**config.mk**
```make
export PLATFORM = sky130hd
export DESIGN_NAME = arm_cmd_arbiter
export DESIGN_NICKNAME = d
export VERILOG_FILES = /design/src/rtl/arm_cmd_pkg.sv /design/src/rtl/bt_cmd_decoder.sv /design/src/rtl/arm_cmd_arbiter.sv
export SDC_FILE = /design/constraint.sdc
export NUM_CORES = 1
export LEC_CHECK = 0
export ABC_AREA = 1
export CAP_MARGIN = 20
export CORE_ASPECT_RATIO = 1.1
export CORE_UTILIZATION = 35
export CTS_CLUSTER_SIZE = 40
export DETAILED_ROUTE_END_ITERATION = 8
export DONT_BUFFER_PORTS = 1
export PLACE_DENSITY = 0.58
export SLEW_MARGIN = 20
export SYNTH_ARGS = -nofsm -noshare
export SYNTH_HDL_FRONTEND = slang
export SYNTH_HIERARCHICAL = 1
export SYNTH_SLANG_ARGS = --single-unit
```
**constraint.sdc**
```tcl
create_clock -name clk -period 7.8 [get_ports clk]
set_clock_uncertainty 0.2 [all_clocks]
set_input_delay 0 -clock clk [delete_from_list [all_inputs] [get_ports clk]]
set_output_delay 0 -clock clk [all_outputs]
set_load 0.02 [all_outputs]
```
**src/rtl/arm_cmd_pkg.sv**
```systemverilog
// Shared types and constants for the arm command arbiter.
// Holds the joint count, owner/state encodings, the Bluetooth opcode values
// and the packed per-joint jog command payload.
package arm_cmd_pkg;

   localparam int unsigned NUM_JOINTS = 4;
   localparam int unsigned JOINT_W    = $clog2(NUM_JOINTS);

   // Encoding driven on the owner port
   localparam logic [1:0] OWN_IDLE = 2'b00;
   localparam logic [1:0] OWN_KB   = 2'b01;
   localparam logic [1:0] OWN_BT   = 2'b10;

   // Ownership FSM states
   typedef enum logic [1:0] {
      ST_IDLE = 2'b00,
      ST_KB   = 2'b01,
      ST_BT   = 2'b10
   } arb_state_e;

   // Bluetooth opcodes; 1..OP_JOG_MAX are jog commands
   localparam logic [7:0] OP_STOP    = 8'h00;
   localparam logic [7:0] OP_JOG_MAX = 8'h08;
   localparam logic [7:0] OP_ESTOP   = 8'hFF;
   localparam logic [7:0] OP_CLR     = 8'hFE;

   // Per-joint jog request: up = clockwise, down = counter-clockwise
   typedef struct packed {
      logic [NUM_JOINTS-1:0] up;
      logic [NUM_JOINTS-1:0] down;
   } jog_cmd_t;

endpackage

```
**src/rtl/bt_cmd_decoder.sv**
```systemverilog
// Bluetooth byte decoder with a timed command hold.
// Ports:
//   clk, rst_n  - clock, asynchronous active-low reset
//   rx_data     - received UART byte, valid when rx_done=1
//   rx_done     - one-cycle byte strobe
//   bt_cmd      - current BT jog command (at most one joint, one direction)
//   estop       - latched emergency stop (only with ARM_CMD_ESTOP_EN)
// Optional feature macro: ARM_CMD_ESTOP_EN (0xFF latches e-stop, 0xFE clears it).
module bt_cmd_decoder
   import arm_cmd_pkg::*;
#(
   parameter int unsigned HOLD_CYCLES = 20_000_000
) (
   input  logic       clk,
   input  logic       rst_n,
   input  logic [7:0] rx_data,
   input  logic       rx_done,
   output jog_cmd_t   bt_cmd,
   output logic       estop
);

   localparam int unsigned HOLD_W = (HOLD_CYCLES < 1) ? 1 : $clog2(HOLD_CYCLES + 1);

   jog_cmd_t          cmd_q,  cmd_d;
   logic [HOLD_W-1:0] hold_q, hold_d;
   logic [JOINT_W-1:0] joint_c;

   // Bytes 1..8 map to joint (b-1)>>1
   assign joint_c = JOINT_W'((rx_data[2:0] - 3'd1) >> 1);

   // Hold countdown, then byte decode; a new jog byte overrides expiry
   always_comb begin
      cmd_d  = cmd_q;
      hold_d = hold_q;
      if (hold_q != '0) begin
         hold_d = hold_q - HOLD_W'(1);
         if (hold_q == HOLD_W'(1)) begin
            cmd_d = '0;
         end
      end
      if (rx_done) begin
         if ((rx_data >= 8'd1) && (rx_data <= OP_JOG_MAX)) begin
            cmd_d = '0;
            if (rx_data[0]) begin
               cmd_d.up = NUM_JOINTS'(1) << joint_c;
            end else begin
               cmd_d.down = NUM_JOINTS'(1) << joint_c;
            end
            hold_d = HOLD_W'(HOLD_CYCLES);
         end else if (rx_data == OP_STOP) begin
            cmd_d  = '0;
            hold_d = '0;
         end
      end
   end

   always_ff @(posedge clk or negedge rst_n) begin
      if (!rst_n) begin
         cmd_q  <= '0;
         hold_q <= '0;
      end else begin
         cmd_q  <= cmd_d;
         hold_q <= hold_d;
      end
   end

   assign bt_cmd = cmd_q;

`ifdef ARM_CMD_ESTOP_EN
   logic estop_q, estop_d;

   // E-stop latch: set by 0xFF, cleared by 0xFE
   always_comb begin
      estop_d = estop_q;
      if (rx_done) begin
         if (rx_data == OP_ESTOP) begin
            estop_d = 1'b1;
         end else if (rx_data == OP_CLR) begin
            estop_d = 1'b0;
         end
      end
   end

   always_ff @(posedge clk or negedge rst_n) begin
      if (!rst_n) begin
         estop_q <= 1'b0;
      end else begin
         estop_q <= estop_d;
      end
   end

   assign estop = estop_q;
`else
   assign estop = 1'b0;
`endif

endmodule

```
**src/rtl/arm_cmd_arbiter.sv**
```systemverilog
// Arbitrates the keyboard and Bluetooth jog sources onto the shared servo bank.
// One source owns the bank at a time; ownership is released after the owner
// has been idle for RELEASE_CYCLES.
// Ports:
//   clk, rst_n       - clock, asynchronous active-low reset
//   kb_up, kb_down   - keyboard levels per joint (cw / ccw)
//   rx_data, rx_done - UART byte and strobe
//   cw, ccw          - registered per-joint servo direction commands
//   owner            - 00 IDLE, 01 KB, 10 BT
// Optional feature macro: ARM_CMD_ESTOP_EN (byte 0xFF e-stop, 0xFE release).
module arm_cmd_arbiter
   import arm_cmd_pkg::*;
#(
   parameter int unsigned HOLD_CYCLES    = 20_000_000,
   parameter int unsigned RELEASE_CYCLES = 5_000_000,
   parameter int unsigned BT_PRIORITY    = 0
) (
   input  logic                  clk,
   input  logic                  rst_n,
   input  logic [NUM_JOINTS-1:0] kb_up,
   input  logic [NUM_JOINTS-1:0] kb_down,
   input  logic [7:0]            rx_data,
   input  logic                  rx_done,
   output logic [NUM_JOINTS-1:0] cw,
   output logic [NUM_JOINTS-1:0] ccw,
   output logic [1:0]            owner
);

   localparam int unsigned REL_W = (RELEASE_CYCLES < 1) ? 1 : $clog2(RELEASE_CYCLES + 1);

   jog_cmd_t bt_cmd;
   logic     estop;

   bt_cmd_decoder #(
      .HOLD_CYCLES (HOLD_CYCLES)
   ) u_bt_dec (
      .clk     (clk),
      .rst_n   (rst_n),
      .rx_data (rx_data),
      .rx_done (rx_done),
      .bt_cmd  (bt_cmd),
      .estop   (estop)
   );

   arb_state_e            state_q, state_d;
   logic [REL_W-1:0]      rel_q,   rel_d;
   logic [NUM_JOINTS-1:0] cw_q,    cw_d;
   logic [NUM_JOINTS-1:0] ccw_q,   ccw_d;
   logic [1:0]            owner_q, owner_d;

   logic                  kb_req_c, bt_req_c, own_req_c;
   logic [NUM_JOINTS-1:0] kb_cw_c,  kb_ccw_c;

   // Both directions pressed on a joint cancels that joint but still counts as a request
   assign kb_req_c  = |(kb_up | kb_down);
   assign kb_cw_c   = kb_up & ~kb_down;
   assign kb_ccw_c  = kb_down & ~kb_up;
   assign bt_req_c  = |(bt_cmd.up | bt_cmd.down);
   assign own_req_c = (state_q == ST_BT) ? bt_req_c : kb_req_c;

   // State and output registers
   always_ff @(posedge clk or negedge rst_n) begin
      if (!rst_n) begin
         state_q <= ST_IDLE;
         rel_q   <= '0;
         cw_q    <= '0;
         ccw_q   <= '0;
         owner_q <= OWN_IDLE;
      end else begin
         state_q <= state_d;
         rel_q   <= rel_d;
         cw_q    <= cw_d;
         ccw_q   <= ccw_d;
         owner_q <= owner_d;
      end
   end

   // Ownership next state and release counter; everything holds during e-stop
   always_comb begin
      state_d = state_q;
      rel_d   = rel_q;
      if (!estop) begin
         case (state_q)
            ST_IDLE: begin
               rel_d = '0;
               if (kb_req_c && bt_req_c) begin
                  state_d = (BT_PRIORITY != 0) ? ST_BT : ST_KB;
               end else if (kb_req_c) begin
                  state_d = ST_KB;
               end else if (bt_req_c) begin
                  state_d = ST_BT;
               end
            end
            ST_KB, ST_BT: begin
               if (own_req_c) begin
                  rel_d = '0;
               end else if ((32'(rel_q) + 32'd1) >= RELEASE_CYCLES) begin
                  state_d = ST_IDLE;
                  rel_d   = '0;
               end else begin
                  rel_d = rel_q + REL_W'(1);
               end
            end
            default: begin
               state_d = ST_IDLE;
               rel_d   = '0;
            end
         endcase
      end
   end

   // Outputs follow the owner selected for the next cycle
   always_comb begin
      cw_d    = '0;
      ccw_d   = '0;
      owner_d = OWN_IDLE;
      if (!estop) begin
         case (state_d)
            ST_KB: begin
               cw_d    = kb_cw_c;
               ccw_d   = kb_ccw_c;
               owner_d = OWN_KB;
            end
            ST_BT: begin
               cw_d    = bt_cmd.up;
               ccw_d   = bt_cmd.down;
               owner_d = OWN_BT;
            end
            default: begin
               cw_d    = '0;
               ccw_d   = '0;
               owner_d = OWN_IDLE;
            end
         endcase
      end
   end

   assign cw    = cw_q;
   assign ccw   = ccw_q;
   assign owner = owner_q;

endmodule

```
# Word level (Yosys, flattened, before mapping)
# Index checks and enable logic that the tools add are counted.
[op_classes] add_sub_neg=4 n_lt_le_gt_ge=3 n_eq_ne=5 shift=1 n_mux=24 n_bitwise=6 n_reduce_logical=8
[op_table] operator="2-to-1 mux 25 bit" count=4
[op_table] operator="2-to-1 mux 23 bit" count=3
[op_table] operator="2-to-1 mux 8 bit" count=5
[op_table] operator="== test 25 x 1 -> 1 bit, second input constant" count=1
[op_table] operator="nonzero test 25 bit" count=1
[op_table] operator="subtractor 25 x 1 -> 25 bit, second input constant" count=1
[op_table] operator="adder 23 x 1 -> 24 bit, second input constant" count=1
[op_table] operator="greater-or-equal comparator 24 x 23 -> 1 bit, second input constant" count=1
[op_table] operator="adder 23 x 1 -> 23 bit, second input constant" count=1
[op_table] operator="one-hot mux 4 bit (2 select lines)" count=2
[op_table] operator="2-to-1 mux 2 bit" count=5
[op_table] operator="AND 4 bit" count=2
[op_table] operator="greater-or-equal comparator 8 x 1 -> 1 bit, second input constant" count=1
[op_table] operator="less-or-equal comparator 8 x 4 -> 1 bit, second input constant" count=1
[op_table] operator="zero test 8 bit" count=1
[op_table] operator="2-to-1 mux 4 bit" count=2
[op_table] operator="NOT 4 bit" count=2
[op_table] operator="OR 4 bit" count=2
[op_table] operator="one-hot mux 2 bit (2 select lines)" count=2
[op_table] operator="OR reduction 4 bit" count=2
[op_table] operator="== test 2 x 1 -> 1 bit, second input constant" count=2
[op_table] operator="== test 2 bit, second input constant" count=2
[op_table] operator="<< shifter 1 x 2 -> 4 bit, first input constant" count=1
[op_table] operator="subtractor 3 x 1 -> 3 bit, second input constant" count=1
[op_table] operator="other kinds (4)" count=5
[word_totals] register_bits=68

# Longest topological paths before layout
# Gate-level depths: netlist of the first run.
[logic_depth] ltp_word=8 depth_mapped=23 depth_no_buf=22

# Modules after synthesis
# Netlist of the first run, hierarchy kept.
[by_module_without_submodules] module="arm_cmd_arbiter" instances=1 cells_each=347 area_each_um2=2457.4 seq_area_each_um2=875.8
[by_module_without_submodules] module="bt_cmd_decoder" instances=1 cells_each=311 area_each_um2=2213.4 seq_area_each_um2=825.8

# Worst setup path after synthesis of the first run
# OpenSTA, ideal clock, no wires.
[synth_path] path_kind="register -> register" startpoint="register rel_q[1]" endpoint="register ccw_q[0] (netlist: ccw[0])" t_arrival_ps=2631 slack_ps=4891 stages_incl_launch_ff=23 period_less_slack_ps=2909 cell_sequence="dfrtp_1 ha_1 inv_1 nor2_4 nand2_1 o21ai_1 nand2_1 inv_1 nand2_1 inv_1 nand2_1 nor2_1 nand2_1 nand2_2 nand2_1 nand2_1 nand2_1 nand2_1 nand2_1 ha_1 or2_2 clkbuf_1 a21oi_1"
[synth_via] elab_chain_cells=7 elab_cells_between_ends=8 cone_classes="add/sub: 1; order compare: 1; eq/ne: 2; mux: 4"
[synth_rtl] item="start: declaration" line="arm_cmd_arbiter.sv:46" source="logic [REL_W-1:0] rel_q, rel_d;"
[synth_rtl] item="start signal: assignment" line="arm_cmd_arbiter.sv:71" source="rel_q <= rel_d;"
[synth_rtl] item="adder 23 x 1 -> 24 bit *" line="arm_cmd_arbiter.sv:97" source="end else if ((32'(rel_q) + 32'd1) >= RELEASE_CYCLES) begin"
[synth_rtl] item="greater-or-equal comparator 24 x 23 -> 1 bit *" line="arm_cmd_arbiter.sv:97"
[synth_rtl] item="2-to-1 mux 2 bit *" line="arm_cmd_arbiter.sv:97"
[synth_rtl] item="2-to-1 mux 2 bit *" line="arm_cmd_arbiter.sv:95" source="if (own_req_c) begin"
[synth_rtl] item="one-hot mux 2 bit (2 select lines) *" line="arm_cmd_arbiter.sv:83" source="case (state_q)"
[synth_rtl] item="named net state_d[1]" line="arm_cmd_arbiter.sv:45" source="arb_state_e state_q, state_d;"
[synth_rtl] item="== test 2 bit or == test 2 x 1 -> 1 bit (tied branches)" line="arm_cmd_arbiter.sv:118" source="case (state_d)"
[synth_rtl] item="one-hot mux 4 bit (2 select lines) *" line="arm_cmd_arbiter.sv:118"
[synth_rtl] item="named net ccw_d[0]" line="arm_cmd_arbiter.sv:48" source="logic [NUM_JOINTS-1:0] ccw_q, ccw_d;"
[synth_rtl] item="end signal: assignment" line="arm_cmd_arbiter.sv:73" source="ccw_q <= ccw_d;"
[synth_rtl] item="end: declaration" line="arm_cmd_arbiter.sv:48"
# Mark *: on every way through the listed nets, which the timed path passes. The rest lies on a longest branch.

# Worst setup path after layout of the first run
[layout_path] startpoint="register rel_q[1]" endpoint="register cw_q[1] (netlist: cw[1])"
[layout_via] elab_chain_cells=7 elab_cells_between_ends=8 cone_classes="add/sub: 1; order compare: 1; eq/ne: 2; mux: 4"
[layout_rtl] item="adder 23 x 1 -> 24 bit *" line="arm_cmd_arbiter.sv:97"
[layout_rtl] item="greater-or-equal comparator 24 x 23 -> 1 bit *" line="arm_cmd_arbiter.sv:97"
[layout_rtl] item="2-to-1 mux 2 bit *" line="arm_cmd_arbiter.sv:97"
[layout_rtl] item="2-to-1 mux 2 bit *" line="arm_cmd_arbiter.sv:95"
[layout_rtl] item="one-hot mux 2 bit (2 select lines) *" line="arm_cmd_arbiter.sv:83"
[layout_rtl] item="== test 2 bit or == test 2 x 1 -> 1 bit (tied branches)" line="arm_cmd_arbiter.sv:118"
[layout_rtl] item="one-hot mux 4 bit (2 select lines) *" line="arm_cmd_arbiter.sv:118"
[layout_rtl] item="named net cw_d[1]" line="arm_cmd_arbiter.sv:47" source="logic [NUM_JOINTS-1:0] cw_q, cw_d;"
[layout_rtl] item="end signal: assignment" line="arm_cmd_arbiter.sv:72" source="cw_q <= cw_d;"
[layout_rtl] item="end: declaration" line="arm_cmd_arbiter.sv:47"
# Marks and branches as above.

==> out/metrics.csv, run 1 <==
metric;value;unit
Post-synth ARST share;1.000;
dpl cell area;4802;um^2
via count;4213;
violations in the final reports;negative hold slack;
Worst setup SP type;flip-flop;
yosys warns;6;
share of cells above drive strength 1;0.1000;
Num CTS Buffers;9;
Worst slew margin;0.3515;
DRC;0;
sequential area share after synthesis;0.3643;
initial core utilization;0.3648;
CTS root buffer;clkbuf_16;
synthesized net count;689;
Post-DRT Antenna Nets;0;
Netlist Area Pre-Place;4671;um^2
vias per cell;4.974;
Inst Count DP;805;
# nets final;717;
final non-filler cell total;847;
H-Tree Depth;3;
worst hold margin;-17.67;ps
Clock Sink Count;68;
FP Rows;43;
pin count of the biggest net entering global routing;69;
r2r setup slk;4010;ps
worst hold-check path type;input port to asynchronous set/reset pin;
top fanout value on the critical path;9;
FF-to-FF Start;rel_q[1];
full die area;13810;um^2
# setup viols final;0;
antenna violations before repair;0;
number of antenna diodes;0;
Least-Margin Pin Slew;971.8;ps
PwrDens;205.4;nW/um^2
maxcap violations;0;
Netlist cell types;41;
DR WL/cell;13.44;um
first-pass GRT wire length;20070;um
Req. time, crit path;7870;ps
dominant cell type by area after synthesis;dfrtp_1;
period utilization;0.4860;
GRT Overall Usage;0.1834;
total global routing overflow;0;
Peak Freq;263.8;MHz
outcome;finished, violations left;
minimum clock period after layout;3791;ps
Fin. Hold Viols;10;
RePlAce Congestion;0.8739;
area delta synth->final;15.38;%
total iterations of the first detailed-routing run;4;
# IOs;29;
CTS tree;done;
Die W;112.1;um
worst path arrival time;3860;ps
RSZ-0062 raised after global routing;no;
dominant cells by area after synthesis;dfrtp_1 36%, nand2_1 15%, nor2_1 8.5%;
post-DP HPWL;8167;um
Setup crit end kind;flip-flop;
clk buf depth;2;
Final Cell Area;5389;um^2
Max rail drop VDD;0.1017;mV
number of global-route vias before repair;4332;
internal power;0.7460;mW
Crit Path Category;flip-flop to flip-flop;
Post-Synthesis Cells;658;
Sw Ratio;0.3260;
initial drt markers;197;
clock share of power;0.379;
Main synth FF type;dfrtp_1;
share of the synthesized area in the top cell type;0.3643;
Core ar.;12800;um^2
Hold-fix buffers, CTS;27;
r2r worst-path depth;18;
combinational power share;0.206;
Fillers;1325;
number of post-CTS setup repair buffers;0;
final WL;11390;um
Skew-Pair Late Insertion Delay;340;ps
number of flops mapped to enable cells by yosys;0;
syn avg cell area;7.098;um^2
Yosys reg bits;68;
sw power;0.3608;mW
post_cts resized;0;
worst r2r dst;cw[1];
clk slew on worst S/H paths;60;ps
PortBufs;0;
final slew viol count;0;
Reg power frac;0.415;
Die Height;123.2;um
sum of negative setup slack;0;ps
Lkg Pwr;2.513;nW
## metal layers
metal  global-route usage  part of all wire
met1               0.2227              0.46
met2               0.3199              0.49
met3              0.03431             0.037
met4              0.07917             0.021
met5                    0                 0
## how the worst max path moves through the flow
| stage | from | endpoint | slack (ps) | cells after the start |
|---|---|---|---|---|
| 2_1_floorplan | rel_q[1] | ccw[0] | 4890 | 22 |
| 3_3_place_gp | rel_q[1] | cw[0] | 4560 | 18 |
| 3_5_place_dp | rel_q[1] | cw[0] | 4430 | 18 |
| 4_1_cts | rel_q[1] | cw[1] | 4030 | 18 |
| 5_1_grt | rel_q[1] | cw[1] | 3640 | 18 |
| 6_report | rel_q[1] | cw[1] | 4010 | 18 |
## power groups by stage
stage,Sequential (mW),Clock (mW),Combinational (mW)
CTS,0.460,0.432,0.227
floorplan,0.450,0,0.175
global route,0.466,0.442,0.263
finish,0.460,0.419,0.228
detailed placement,0.465,0,0.205
global placement,0.464,0,0.201
## kinds of logic (layout without fill, tap and decap cells)
logic type	count (synthesis)	count (layout)	synth area share
compound gates	65	65	0.08894
xor+xnor	15	15	0.02974
fa+ha+maj	12	12	0.03214
buf+inv	91	123	0.08009
flops	68	68	0.3643
other cells	1	1	0.0008029
simple gates	406	406	0.4040
## placed cells by master, fill, tap and decap left out, types with 7 or more instances in the layout
cell           instances
nand2_1              183
nor2_1               106
inv_1                 76
dfrtp_1               68
nand3_1               48
a21oi_1               33
dlygate4sd3_1         26
nand4_1               16
o21ai_0               12
ha_1                  12
nor2_2                10
o22ai_2               10
clkbuf_16              9
nand2_2                8
nor2_4                 7
nor3_1                 7
xor2_1                 7
xnor2_1                7
## cells in the mapped netlist, types with 7 or more instances
cell / n
nor2_4: 7
nor2_1: 106
nand2_2: 8
nand4_1: 16
ha_1: 12
o21ai_0: 12
nor2_2: 10
nand3_1: 48
inv_1: 76
xor2_1: 7
nor3_1: 7
xnor2_1: 7
nand2_1: 183
o22ai_2: 10
dfrtp_1: 68
a21oi_1: 33
## layout make-up
cell class	count	area, um^2	area share
Multi-Input combinational cell	499	2595	0.4815
Sequential cell	68	1702	0.3158
Inverter	81	309.0	0.05735
Timing Repair Buffer	27	287.8	0.05340
Clock buffer	10	239.0	0.04435
Tap cell	157	196.4	0.03645
Clock inverter	5	60.06	0.01114
## critical path, cell delays in order (launching register included)
cell and delay [ps]:
dfrtp_1 420, ha_1 250, nand3_1 90, nor2_1 360, xor2_1 230, nor2_1 80, nor2_1 150, nand3_1 110
nand2_1 70, nand2_1 50, nand2_2 120, nand2_1 80, nand2_1 70, nand2_1 70, a21oi_1 150, ha_1 360
nand3_1 130, dlygate4sd3_1 590, a21oi_1 140
## stage by stage
step                power (mW)  worst slack [ps]  utilization
finish                   1.107              4009       0.4209
detailed placement      0.6708              4428       0.3750
CTS                      1.119              4034       0.4209
global placement        0.6652              4559       0.3750
global route             1.171              3642       0.4209
floorplan               0.6251              4891            -
## sequential cells by signal, indices dropped and copies added, names as in the netlist
name / flops
ccw: 4
cw: 4
owner: 2
rel_q: 23
state_q: 2
u_bt_dec/bt_cmd: 8
u_bt_dec/hold_q: 25
Power figures use the tool's default switching activity.
==> run 2, diff against run 1 <==
- ABC_AREA: 1 -> 0
- clock period: 7.8 -> 3.5 ns (I/O delays scaled with it)
==> out/metrics.csv, run 2 <==
metric;value;unit
FF-to-FF Start;rel_q[0];
total global routing overflow;0;
full die area;13100;um^2
PortBufs;0;
post-layout util;0.4396;
DR WL/cell;15.21;um
minimum clock period after layout;3378;ps
dpl cell area;4711;um^2
Req. time, crit path;3570;ps
Die W;109.2;um
dominant cells by area after synthesis;dfrtp_1 38%, nand3_1 6.2%, nand2_1 4.8%;
Main synth FF type;dfrtp_1;
Skew-Pair Late Insertion Delay;340;ps
Least-Margin Pin Slew;593.6;ps
Max rail drop VDD;0.2539;mV
worst path arrival time;3450;ps
clk buf depth;2;
sequential area share after synthesis;0.3846;
Netlist cell types;69;
Crit Path Category;flip-flop to flip-flop;
# nets final;594;
top cells by count, synth;68 x dfrtp_1, 57 x nand2_1, 55 x nand3_1, 55 x nor2_1, 28 x a21oi_1;
Lkg Pwr;2.146;nW
Fin. Hold Viols;2;
worst r2r dst;ccw[3];
initial core utilization;0.3629;
initial drt markers;206;
vias per cell;5.643;
# IOs;29;
outcome;finished, violations left;
Post-Synthesis Cells;520;
r2r worst-path depth;13;
maxcap violations;0;
dominant cell type by area after synthesis;dfrtp_1;
most frequent cells in the layout;68 x dfrtp_1, 56 x nand2_1, 54 x nand3_1;
number of antenna diodes;0;
antenna violations before repair;0;
worst hold margin;-4.507;ps
r2r setup slk;120;ps
Final Cell Area;5359;um^2
worst hold-check path type;input port to asynchronous set/reset pin;
Num CTS Buffers;9;
share of cells above drive strength 1;0.1673;
Post-synth ARST share;1.000;
CTS tree;done;
yosys warns;6;
via count;4074;
syn avg cell area;8.508;um^2
synthesized net count;551;
Peak Freq;296.0;MHz
top fanout value on the critical path;8;
CTS root buffer;clkbuf_16;
sum of negative setup slack;0;ps
Post-DRT Antenna Nets;0;
RePlAce Congestion;0.8300;
Worst setup SP type;flip-flop;
most common cell after layout, fill and taps aside;dfrtp_1;
number of flops mapped to enable cells by yosys;0;
FP Rows;42;
area delta synth->final;21.13;%
largest register by flop count;u_bt_dec/hold_q;
Yosys reg bits;68;
final slew viol count;0;
Setup crit end kind;flip-flop;
number of global-route vias before repair;3994;
pin count of the biggest net entering global routing;69;
H-Tree Depth;3;
share of the synthesized area in the top cell type;0.3846;
final WL;10980;um
clk slew on worst S/H paths;60;ps
violations in the final reports;negative hold slack;
period utilization;0.9652;
DRC;0;
Clock Sink Count;68;
# setup viols final;0;
GRT Overall Usage;0.1784;
Die Height;119.9;um
total iterations of the first detailed-routing run;5;
Core ar.;12190;um^2
Worst slew margin;0.6042;
max reg flops;25;
post-DP HPWL;7446;um
first-pass GRT wire length;18440;um
PwrDens;455.2;nW/um^2
Netlist Area Pre-Place;4424;um^2
most numerous cell in the Yosys netlist;dfrtp_1;
RSZ-0062 raised after global routing;yes;
[run 2: where the power goes]
group / switching (mW) / internal [mW]
combinational: 0.312 / 0.222
clock: 0.352 / 0.497
sequential: 0.152 / 0.904
[run 2: final cells by class]
cell class              count  area [um^2]
fillers                  1189         6833
clock buffers              10        239.0
multi-input cells         410         2613
clock inverters             6        40.04
well taps                 154        192.7
inverters                  16        60.06
repair buffers             58        513.0
flip-flops and latches     68         1702
[run 2: metal layers]
metal / vias up / part of all wire / global-route usage
met2: 59 / 0.52 / 0.3180
met3: 16 / 0.024 / 0.03639
met1: 1988 / 0.44 / 0.2088
met5: - / 0 / 0
li1: 2011 / - / -
met4: 0 / 0.016 / 0.06167
[run 2: worst max-delay path: stages (launching register included)]
cell and delay [ps]:
dfrtp_1 410, ha_2 200, nand4_1 170, nor4_2 360, mux2_2 370, o21ai_1 120
a31oi_1 60, o21ai_2 170, nand2_2 100, a311o_1 390, and2_4 180, ha_4 200
or2_4 270, nor2_1 110
[run 2: worst max path at each step]
stage	from	to	depth (start not counted)
3_5_place_dp	rel_q[0]	cw[0]	13
5_1_grt	rel_q[0]	cw[2]	13
4_1_cts	rel_q[0]	cw[0]	16
2_1_floorplan	rel_q[0]	ccw[0]	14
3_3_place_gp	rel_q[0]	ccw[2]	13
6_report	rel_q[0]	ccw[3]	13
[run 2: repair_timing]
| action | in CTS | in global routing |
|---|---|---|
| buffers inserted | 1 | 3 |
| hold buffers | 24 | 0 |
| endpoints found under the setup margin | 8 | 10 |
| endpoints found under the hold margin | 107 | 0 |
| pin swaps | 1 | 7 |
| resized for setup | 3 | 15 |
[run 2: logic make-up after synthesis]
| group | share of synthesized area |
|---|---|
| AND/OR/NAND/NOR | 0.3606 |
| flip-flops | 0.3846 |
| buffers and inverters | 0.04553 |
| multiplexers | 0.007353 |
| other | 0.0008476 |
| AO/OA/AOI/OAI | 0.1493 |
| XOR/XNOR | 0.01782 |
| adder cells (fa/ha/maj) | 0.03394 |
[run 2: per-stage QoR]
stage | hold WS [ps] | cells | power, mW | setup WS [ps]
after floorplan | -495.6 | 520 | 1.410 | 15.31
final | -4.507 | 722 | 2.439 | 121.8
after global placement | -490.3 | 678 | 1.492 | -20.22
after CTS | 19.21 | 719 | 2.426 | 44.63
after global routing | 40.10 | 722 | 2.581 | -37.88
after detailed placement | -490.5 | 678 | 1.519 | -70.21
